<file path="config.mk">
export PLATFORM = sky130hd
export DESIGN_NAME = hand_tracker
export DESIGN_NICKNAME = d
export VERILOG_FILES = /design/src/rtl/hand_tracker.sv
export SDC_FILE = /design/constraint.sdc
export NUM_CORES = 2
export LEC_CHECK = 0
export ABC_AREA = 1
export CORE_AREA = 2 2 186 279
export CTS_CLUSTER_SIZE = 12
export DETAILED_ROUTE_END_ITERATION = 7
export DIE_AREA = 0 0 188 281
export PLACE_DENSITY = 0.77
export SYNTH_ARGS = -nofsm -noshare
export SYNTH_HDL_FRONTEND = slang
export SYNTH_SLANG_ARGS = --single-unit
</file>
<file path="constraint.sdc">
create_clock -name clock_65mhz -period 18.3 [get_ports clock_65mhz]
set_input_delay 2.745 -clock clock_65mhz [delete_from_list [all_inputs] [get_ports clock_65mhz]]
set_output_delay 2.745 -clock clock_65mhz [all_outputs]
set_load 0.01 [all_outputs]
</file>
<file path="src/rtl/hand_tracker.sv">
// hand_tracker: accumulates per-frame palm/finger marker statistics for two
// gloves, computes palm centroids with one shared serial divider at frame end,
// and debounces the per-glove grab state. All outputs move together on update.
module hand_tracker #(
  parameter int H_ACTIVE = 1024,
  parameter int V_ACTIVE = 768,
  parameter int MIN_PIX  = 64,
  parameter int FING_MAX = 32,
  parameter int DEBOUNCE = 3     // debounce counter is 2 bits: 1..4 supported
) (
  input  logic        clock_65mhz,
  input  logic        reset,
  input  logic [10:0] hcount,
  input  logic [9:0]  vcount,
  input  logic        vsync,
  input  logic        palm1,
  input  logic        palm2,
  input  logic        fing1,
  input  logic        fing2,
  output logic [10:0] userhand1x,
  output logic [9:0]  userhand1y,
  output logic [10:0] userhand2x,
  output logic [9:0]  userhand2y,
  output logic        usergrab1,
  output logic        usergrab2,
  output logic        seen1,
  output logic        seen2,
  output logic        update
);

  localparam logic [10:0] H_LIM     = 11'(H_ACTIVE);
  localparam logic [9:0]  V_LIM     = 10'(V_ACTIVE);
  localparam logic [19:0] MIN_CNT   = 20'(MIN_PIX);
  localparam logic [19:0] FING_LIM  = 20'(FING_MAX);
  localparam logic [10:0] X_CLAMP   = 11'(H_ACTIVE - 1);
  localparam logic [9:0]  Y_CLAMP   = 10'(V_ACTIVE - 1);
  localparam logic [1:0]  DB_LAST   = 2'(DEBOUNCE - 1);
  localparam logic [3:0]  LAST_ITER = 4'd11;

  typedef enum logic [1:0] {IDLE, DIV, DECIDE} state_t;

  state_t state, state_d;

  // Live accumulators (current frame) and their frame-end snapshots.
  logic [19:0] pcnt1, pcnt2, fcnt1, fcnt2;
  logic [29:0] sx1, sy1, sx2, sy2;
  logic [19:0] s_pcnt1, s_pcnt2, s_fcnt1, s_fcnt2;
  logic [29:0] s_sx1, s_sy1, s_sx2, s_sy2;

  logic        pix_active, frame_start;
  logic [29:0] hx, vy;
  logic        vsync_q, frame_end;

  // Divider job sequencing and datapath.
  logic [1:0]  job, first_job, next_job;
  logic        first_ok, next_ok;
  logic [3:0]  cnt;
  logic [19:0] rem, rem_next, divisor;
  logic [29:0] dividend;
  logic [10:0] dq, q_final;
  logic [9:0]  quo;
  logic [20:0] trial;
  logic        fits;
  logic [10:0] qx1, qy1, qx2, qy2;

  // Frame decision terms.
  logic        seen1_s, seen2_s, cand1, cand2;
  logic [1:0]  db1, db2;

  assign pix_active  = (hcount < H_LIM) && (vcount < V_LIM);
  assign frame_start = (hcount == 11'd0) && (vcount == 10'd0);
  assign hx          = {19'd0, hcount};
  assign vy          = {20'd0, vcount};

  assign seen1_s = (s_pcnt1 >= MIN_CNT);
  assign seen2_s = (s_pcnt2 >= MIN_CNT);
  assign cand1   = seen1_s && (s_fcnt1 < FING_LIM);
  assign cand2   = seen2_s && (s_fcnt2 < FING_LIM);

  function automatic logic [10:0] clamp_x(input logic [10:0] q);
    return (q > X_CLAMP) ? X_CLAMP : q;
  endfunction

  function automatic logic [9:0] clamp_y(input logic [10:0] q);
    return (q > {1'b0, Y_CLAMP}) ? Y_CLAMP : q[9:0];
  endfunction

  // Per-pixel accumulation; frame start restarts the sums with pixel (0,0).
  // NOTE: sequential state uses non-blocking assignments so every register
  // samples pre-edge values regardless of statement order.
  always_ff @(posedge clock_65mhz or posedge reset) begin
    if (reset) begin
      pcnt1 <= '0; fcnt1 <= '0; sx1 <= '0; sy1 <= '0;
      pcnt2 <= '0; fcnt2 <= '0; sx2 <= '0; sy2 <= '0;
    end else if (frame_start) begin
      // hcount and vcount are both zero here, so the position sums clear.
      pcnt1 <= {19'd0, palm1}; fcnt1 <= {19'd0, fing1}; sx1 <= '0; sy1 <= '0;
      pcnt2 <= {19'd0, palm2}; fcnt2 <= {19'd0, fing2}; sx2 <= '0; sy2 <= '0;
    end else if (pix_active) begin
      pcnt1 <= pcnt1 + {19'd0, palm1};
      fcnt1 <= fcnt1 + {19'd0, fing1};
      pcnt2 <= pcnt2 + {19'd0, palm2};
      fcnt2 <= fcnt2 + {19'd0, fing2};
      if (palm1) begin
        sx1 <= sx1 + hx;
        sy1 <= sy1 + vy;
      end
      if (palm2) begin
        sx2 <= sx2 + hx;
        sy2 <= sy2 + vy;
      end
    end
  end

  // Registered vsync falling-edge detect: frame_end is a one-cycle pulse.
  always_ff @(posedge clock_65mhz or posedge reset) begin
    if (reset) begin
      vsync_q   <= 1'b0;
      frame_end <= 1'b0;
    end else begin
      vsync_q   <= vsync;
      frame_end <= vsync_q & ~vsync;
    end
  end

  // Snapshot on an accepted frame end; a frame end outside IDLE is dropped.
  always_ff @(posedge clock_65mhz or posedge reset) begin
    if (reset) begin
      s_pcnt1 <= '0; s_fcnt1 <= '0; s_sx1 <= '0; s_sy1 <= '0;
      s_pcnt2 <= '0; s_fcnt2 <= '0; s_sx2 <= '0; s_sy2 <= '0;
    end else if (frame_end && (state == IDLE)) begin
      s_pcnt1 <= pcnt1; s_fcnt1 <= fcnt1; s_sx1 <= sx1; s_sy1 <= sy1;
      s_pcnt2 <= pcnt2; s_fcnt2 <= fcnt2; s_sx2 <= sx2; s_sy2 <= sy2;
    end
  end

  // FSM state register.
  always_ff @(posedge clock_65mhz or posedge reset) begin
    if (reset) state <= IDLE;
    else       state <= state_d;
  end

  // Next state and job selection; jobs for a glove are skipped when its palm
  // count is below MIN_PIX, and with no job at all DIV takes zero cycles.
  // NOTE: every signal written here gets a default first, so no latch is inferred.
  always_comb begin
    state_d   = state;
    first_job = 2'd0;
    first_ok  = 1'b0;
    next_job  = job + 2'd1;
    next_ok   = 1'b0;
    if (pcnt1 >= MIN_CNT) begin
      first_job = 2'd0;
      first_ok  = 1'b1;
    end else if (pcnt2 >= MIN_CNT) begin
      first_job = 2'd2;
      first_ok  = 1'b1;
    end
    case (job)
      2'd0:    next_ok = 1'b1;     // glove 1 y follows glove 1 x
      2'd1:    next_ok = seen2_s;
      2'd2:    next_ok = 1'b1;     // glove 2 y follows glove 2 x
      default: next_ok = 1'b0;
    endcase
    case (state)
      IDLE:    if (frame_end) state_d = first_ok ? DIV : DECIDE;
      DIV:     if ((cnt == LAST_ITER) && !next_ok) state_d = DECIDE;
      DECIDE:  state_d = IDLE;
      default: state_d = IDLE;
    endcase
  end

  // Divider operand mux and one restoring step. The quotient never exceeds
  // 11 bits (a mean of coordinates), so the remainder starts at dividend>>11.
  always_comb begin
    dividend = s_sx1;
    divisor  = s_pcnt1;
    case (job)
      2'd1:    dividend = s_sy1;
      2'd2:    begin dividend = s_sx2; divisor = s_pcnt2; end
      2'd3:    begin dividend = s_sy2; divisor = s_pcnt2; end
      default: ;
    endcase
    trial    = {rem, dq[10]};
    fits     = (trial >= {1'b0, divisor});
    rem_next = fits ? 20'(trial - {1'b0, divisor}) : trial[19:0];
    q_final  = {quo, fits};
  end

  // Divider sequencing: per job one load cycle then 11 quotient-bit cycles.
  always_ff @(posedge clock_65mhz or posedge reset) begin
    if (reset) begin
      job <= '0; cnt <= '0; rem <= '0; dq <= '0; quo <= '0;
      qx1 <= '0; qy1 <= '0; qx2 <= '0; qy2 <= '0;
    end else if (state == IDLE) begin
      if (frame_end) begin
        job <= first_job;
        cnt <= '0;
      end
    end else if (state == DIV) begin
      if (cnt == 4'd0) begin
        rem <= {1'b0, dividend[29:11]};
        dq  <= dividend[10:0];
        quo <= '0;
        cnt <= 4'd1;
      end else begin
        rem <= rem_next;
        dq  <= {dq[9:0], 1'b0};
        quo <= {quo[8:0], fits};
        if (cnt == LAST_ITER) begin
          case (job)
            2'd0:    qx1 <= q_final;
            2'd1:    qy1 <= q_final;
            2'd2:    qx2 <= q_final;
            default: qy2 <= q_final;
          endcase
          job <= next_job;
          cnt <= '0;
        end else begin
          cnt <= cnt + 4'd1;
        end
      end
    end
  end

  // Frame decision: positions, seen flags and debounced grab, all published
  // together with the one-cycle update strobe.
  always_ff @(posedge clock_65mhz or posedge reset) begin
    if (reset) begin
      userhand1x <= '0; userhand1y <= '0; userhand2x <= '0; userhand2y <= '0;
      usergrab1  <= 1'b0; usergrab2 <= 1'b0;
      seen1      <= 1'b0; seen2     <= 1'b0;
      update     <= 1'b0;
      db1        <= '0;   db2       <= '0;
    end else begin
      update <= (state == DECIDE);
      if (state == DECIDE) begin
        seen1 <= seen1_s;
        seen2 <= seen2_s;
        if (seen1_s) begin
          userhand1x <= clamp_x(qx1);
          userhand1y <= clamp_y(qy1);
        end
        if (seen2_s) begin
          userhand2x <= clamp_x(qx2);
          userhand2y <= clamp_y(qy2);
        end
        if (cand1 == usergrab1) begin
          db1 <= '0;
        end else if (db1 == DB_LAST) begin
          usergrab1 <= cand1;
          db1       <= '0;
        end else begin
          db1 <= db1 + 2'd1;
        end
        if (cand2 == usergrab2) begin
          db2 <= '0;
        end else if (db2 == DB_LAST) begin
          usergrab2 <= cand2;
          db2       <= '0;
        end else begin
          db2 <= db2 + 2'd1;
        end
      end
    end
  end

endmodule

</file>
[Word level (Yosys, flattened, before mapping)]
Cells that the tools add are included.
Word-level totals
  output and inout port bits: 47
  logic and storage cells: 172
  bits in registers: 546
  input port bits: 28
Operators by class
  order comparisons: 13
  $add $sub $neg: 13
  equality and inequality tests: 13
  bitwise logic cells: 7
  reduce and logical (&&, ||, !) cells: 34
  multiplexer cells: 53
Operators with widths (count)
  2-to-1 mux 30 bit: 12
  2-to-1 mux 20 bit: 11
  one-hot mux 30 bit (3 select lines): 1
  adder 20 x 1 -> 20 bit: 4
  greater-or-equal comparator 20 x 7 -> 1 bit (second input constant): 4
  adder 30 x 10 -> 30 bit: 2
  adder 30 x 11 -> 30 bit: 2
  greater-than comparator 11 x 10 -> 1 bit (second input constant): 4
  less-than comparator 20 x 6 -> 1 bit (second input constant): 2
  2-to-1 mux 11 bit: 3
  2-to-1 mux 10 bit: 3
  2-to-1 mux 2 bit: 14
  greater-or-equal comparator 21 x 20 -> 1 bit: 1
  2-to-1 mux 4 bit: 5
  AND reduction 5 bit: 4
  subtractor 20 bit: 1
  AND reduction 2 bit: 7
  logical NOT 11 bit: 1
  less-than comparator 11 bit (second input constant): 1
  == test 2 bit (second input constant): 5
  logical NOT 10 bit: 1
  less-than comparator 10 bit (second input constant): 1
  nonzero test 2 bit: 5
  adder 2 x 1 -> 2 bit (second input constant): 3
  18 further kinds: 36

[Depth between registers and ports, before layout]
  depth after elaboration: 7
  depth in mapped cells: 20

[Least setup slack after synthesis]
No wires, ideal clock.
  kind: in2reg
  start point: input hcount[0]
  end point: register sx1[12]
  slack: 14007 ps
  buffers on the path: 0
  required time: 18223 ps
  data arrival time: 4216 ps
  stages: 11
  cell sequence: ha_1 fa_1 nand2_1 nand2_1 o21ai_0 o211ai_2 nand2_1 inv_1 nand2_1 nand2_1 a21oi_1
On the way
  cells in the longest elaborated chain, start to end: 4
Ends and longest elaborated chain
  start, declared: RTL line 13  | input logic [10:0] hcount,
  adder 30 x 11 -> 30 bit, or another cell as far along: RTL line 105  | sx1 <= sx1 + hx;
  2-to-1 mux 30 bit, or another cell as far along: RTL line 104  | if (palm1) begin
  2-to-1 mux 30 bit or nonzero test 2 bit (tied branches)
  2-to-1 mux 30 bit or AND reduction 2 bit (tied branches)
  end signal, assigned: RTL line 105
  end, declared: RTL line 46  | logic [29:0] sx1, sy1, sx2, sy2;
Several ways; a longest one is shown, not always the timed one. The select of a mux whose other input is x is not followed.
A chain may end at the register's enable or synchronous reset.

[Final worst setup path]
  start point: input hcount[10]
  end point: register sx2[26]
On the way
  cells in the longest elaborated chain, start to end: 4
Ends and longest elaborated chain
  adder 30 x 11 -> 30 bit, or another cell as far along: RTL line 109  | sx2 <= sx2 + hx;
  2-to-1 mux 30 bit, or another cell as far along: RTL line 108  | if (palm2) begin
  2-to-1 mux 30 bit or nonzero test 2 bit (tied branches)
  2-to-1 mux 30 bit or AND reduction 2 bit (tied branches)
  end signal, assigned: RTL line 109
  end, declared: RTL line 46
Several ways; a longest one is shown, not always the timed one. The select of a mux whose other input is x is not followed.

==> impl_metrics.yaml <==
run_status:
  status: "finished, final reports clean"
final_layout:
  antenna_cells: 0
  synthToLayoutAreaGrowth_pct: 9.26
  drive_above_1_share: 0.0468
  final_nets: 3790
  fill_cells: 4497
clocking:
  cts_buffers: 53
  cts_hold_buf: 0
  cts_resized: 0
  clock_sinks: 536
  path_clk_slew_ps: 60
  h-tree-depth: 2
  worst_skew_pair.late_latency_ps: 590
  cts_tree: "done"
  postCtsSetupBuffers: 0
  cts_root_buffer: "clkbuf_16"
  cts_buffer_depth: 3
sta:
  slew_headroom: 0.242
  tightest_slew_ps: 1130
  setup_viol: 0
  finalCritPeriodShare: 0.305
  hold_viol_final: 0
  rsz0062_at_grt: "no"
  finClkSkew_ps: 20.0
  fmax_ghz: 0.179
  maxSlewViolCount: 0
  fin_crit_ps: 5580
  finalSetupTns_ps: 0
die:
  design.core.area_sq_um: 50400
  row_count: 101
  chipWidth_um: 188
  ios: 75
  dieHeight_um: 281
  dieArea_sq_um: 52800
  initial_core_util: 0.563
yosys:
  seq_area_frac_synth: 0.473
  synth_edf_count: 0
  synth_ff_type: "dfrtp_1"
  synthCells: 3662
  synth.cell_area_sq_um: 28400
  synth_top_area_share: 0.473
  yosysWarnings: 0
  synth.avg_cell_area_sq_um: 7.75
  ys_top_cells_by_count: "nand2_1 (953), dfrtp_1 (536), o21ai_0 (436)"
  synth-seq-cells: 536
  yosys.cell_types.count: 60
  ys_top_cells_by_area: "dfrtp_1 (47%), nand2_1 (13%), o21ai_0 (7.7%), inv_1 (5.6%), nor2_1 (4.0%)"
  yosysTopAreaCell: "dfrtp_1"
  synthesis.nets: 3772
  async_flop_share: 1.00
  yosysMostFrequentCell: "nand2_1"
global_route:
  first_global_vias: 23900
  grt_usage: 0.293
  grtUsageMet3: 0.0358
  use_met2: 0.512
  grt-ovfl-total: 0
  grt_pass1_wl_mm: 124
  grt_max_degree: 124
  busiest_layer: "met2"
  use_met1: 0.348
  antenna_found_initial: 0
worst_setup_path:
  r2r_cells: 17
  cp_slowest_cell: "nand2_2"
  critPathMaxFanout: 55
  crit_chain: "clkdlybuf4s50_1 -> nor2_1 -> nand2_1 -> nor2_1 -> nand3b_1 -> buf_4 -> nand2_2 -> nand2_1 -> nor2_1 -> nand2_1 -> nand2_1 -> nand2_1 -> nor2_1"
  r2r-start: "job[0]$_DFFE_PP0P_"
  required_ps: 18810
  path_class: "primary input to register"
  start_kind: "primary input"
  r2r_slack_ps: 14270
  timing.rr.end: "rem[19]$_DFFE_PP0P_"
  crit_top_cell: "nand2_1"
  end_kind: "register"
  cpPeakStageDelay_ps: 800
  worstPathArrival_ps: 6090
routing:
  drtAntennaViolNets: 0
  wl_per_cell_um: 17.6
  drt-initial-drc-count: 1720
  route.detailed.drc: 0
  vias: 24600
  viasPerCell: 5.64
  dr.pass1.iters: 6
  drt_wl_total_mm: 76.6
pwr:
  p_per_area_nw_per_um2: 171
  p_leak_uw: 0.0153
  irDropWorstVdd_uv: 105
  power.total_uw: 5310
hold_path:
  hold_end: "userhand1y[1]$_DFFE_PP0P_"
  hp-start: "userhand1y[1]$_DFFE_PP0P_"
  whs_path_depth: 2
  hp-class: "register to register"
flow_run:
  maxCapViolCount: 0
place:
  port_buffers: 74
  dp_hpwl_mm: 55.2
  place.gp.congestion: 0.969
## per-layer routing
| metal | routed length [um] | vias to the layer above |
|---|---|---|
| met4 | 4730 | 0 |
| met1 | 30500 | 11800 |
| met5 | 0 | - |
| met3 | 3110 | 202 |
| met2 | 38400 | 641 |
| li1 | - | 12000 |
## layout make-up
| class | count | area (sq um) | share of cell area |
|---|---|---|---|
| timing repair buffer | 99 | 928 | 0.0299 |
| clock buffer | 67 | 1400 | 0.0451 |
| inverter | 431 | 1630 | 0.0524 |
| tap | 669 | 837 | 0.0270 |
| multi-input combinational | 2559 | 12700 | 0.411 |
| clock inverter | 6 | 77.6 | 0.00250 |
| sequential | 536 | 13400 | 0.432 |
## worst max-delay path by stage
| stage | end | startpoint | depth (start not counted) |
|---|---|---|---|
| finish | sx2[26]$_DFFE_PP0P_ | hcount[10] | 13 |
| global route | sx2[18]$_DFFE_PP0P_ | vcount[1] | 13 |
| CTS | sx2[18]$_DFFE_PP0P_ | vcount[1] | 13 |
| detailed placement | sx2[26]$_DFFE_PP0P_ | vcount[1] | 13 |
| global placement | sx2[18]$_DFFE_PP0P_ | vcount[1] | 13 |
| floorplan | cnt[0]$_DFFE_PP0P_ | reset | 1 |
## power breakdown
part,internal [uW],switching [uW]
logic,826,1650
clock network,546,448
registers,1550,284
total,2930,2380
## critical path, delay by kind of cell
family / cells / cell delay [ps]
AND/OR/NAND/NOR: 11 / 2460
buffers and inverters: 2 / 850
## placed cells by master, fill, tap and decap left out, types with 5 or more instances in the layout
| cell type | Yosys | layout |
|---|---|---|
| inv_1 | 425 | 424 |
| nand3_2 | 13 | 13 |
| a21oi_1 | 157 | 157 |
| a21oi_2 | 10 | 10 |
| inv_2 | 6 | 6 |
| nor3_1 | 102 | 102 |
| xnor2_1 | 23 | 23 |
| o21ai_0 | 436 | 436 |
| o21ai_1 | 16 | 16 |
| nand3_1 | 152 | 152 |
| nor2_1 | 305 | 304 |
| a31o_2 | 10 | 10 |
| nand3b_2 | 8 | 8 |
| nand4_1 | 72 | 72 |
| dfrtp_1 | 536 | 536 |
| a31oi_1 | 34 | 34 |
| clkdlybuf4s50_1 | 0 | 74 |
| a211oi_1 | 8 | 8 |
| buf_4 | 2 | 25 |
| fa_1 | 5 | 5 |
| nor4_1 | 25 | 25 |
| nand2_2 | 10 | 10 |
| clkbuf_1 | 87 | 12 |
| o22ai_1 | 46 | 46 |
| clkbuf_16 | 0 | 53 |
| nand2_1 | 953 | 952 |
| nor2_2 | 10 | 11 |
| xor2_1 | 18 | 18 |
| ha_1 | 77 | 77 |
| or2_2 | 6 | 6 |
| nand3b_1 | 16 | 16 |
## sequential cells by signal (all words and copies together), names as in the netlist, 20 cells and up
signal,cells
s_sx1,30
s_sx2,30
s_sy1,30
s_sy2,30
sx1,30
sx2,30
sy1,30
sy2,30
fcnt1,20
fcnt2,20
pcnt1,20
pcnt2,20
rem,20
s_pcnt1,20
s_pcnt2,20
## cells by family (layout without fill, tap and decap cells)
logic type / after synthesis / after routing / synth area share
xor gates and xnor gates: 41 / 41 / 0.0127
buffers and inverters: 567 / 603 / 0.0792
and+or+nand+nor: 1687 / 1687 / 0.255
AOI/OAI and AO/OA: 744 / 744 / 0.141
DFF: 536 / 536 / 0.473
adders and majority gates: 82 / 82 / 0.0375
muxes: 5 / 5 / 0.00181
## per-stage QoR
step,setup slack (ps),instance area [sq um],hold slack (ps),utilization,std cells
final,12720,31000,471,0.615,4367
after global routing,12470,31000,485,0.615,4367
after CTS,12780,31000,474,0.615,4367
after detailed placement,12200,29500,458,0.586,4294
after global placement,12230,29500,439,0.586,4294
after floorplan,575,28400,434,-,3662
(Power assumes the default switching activity.)
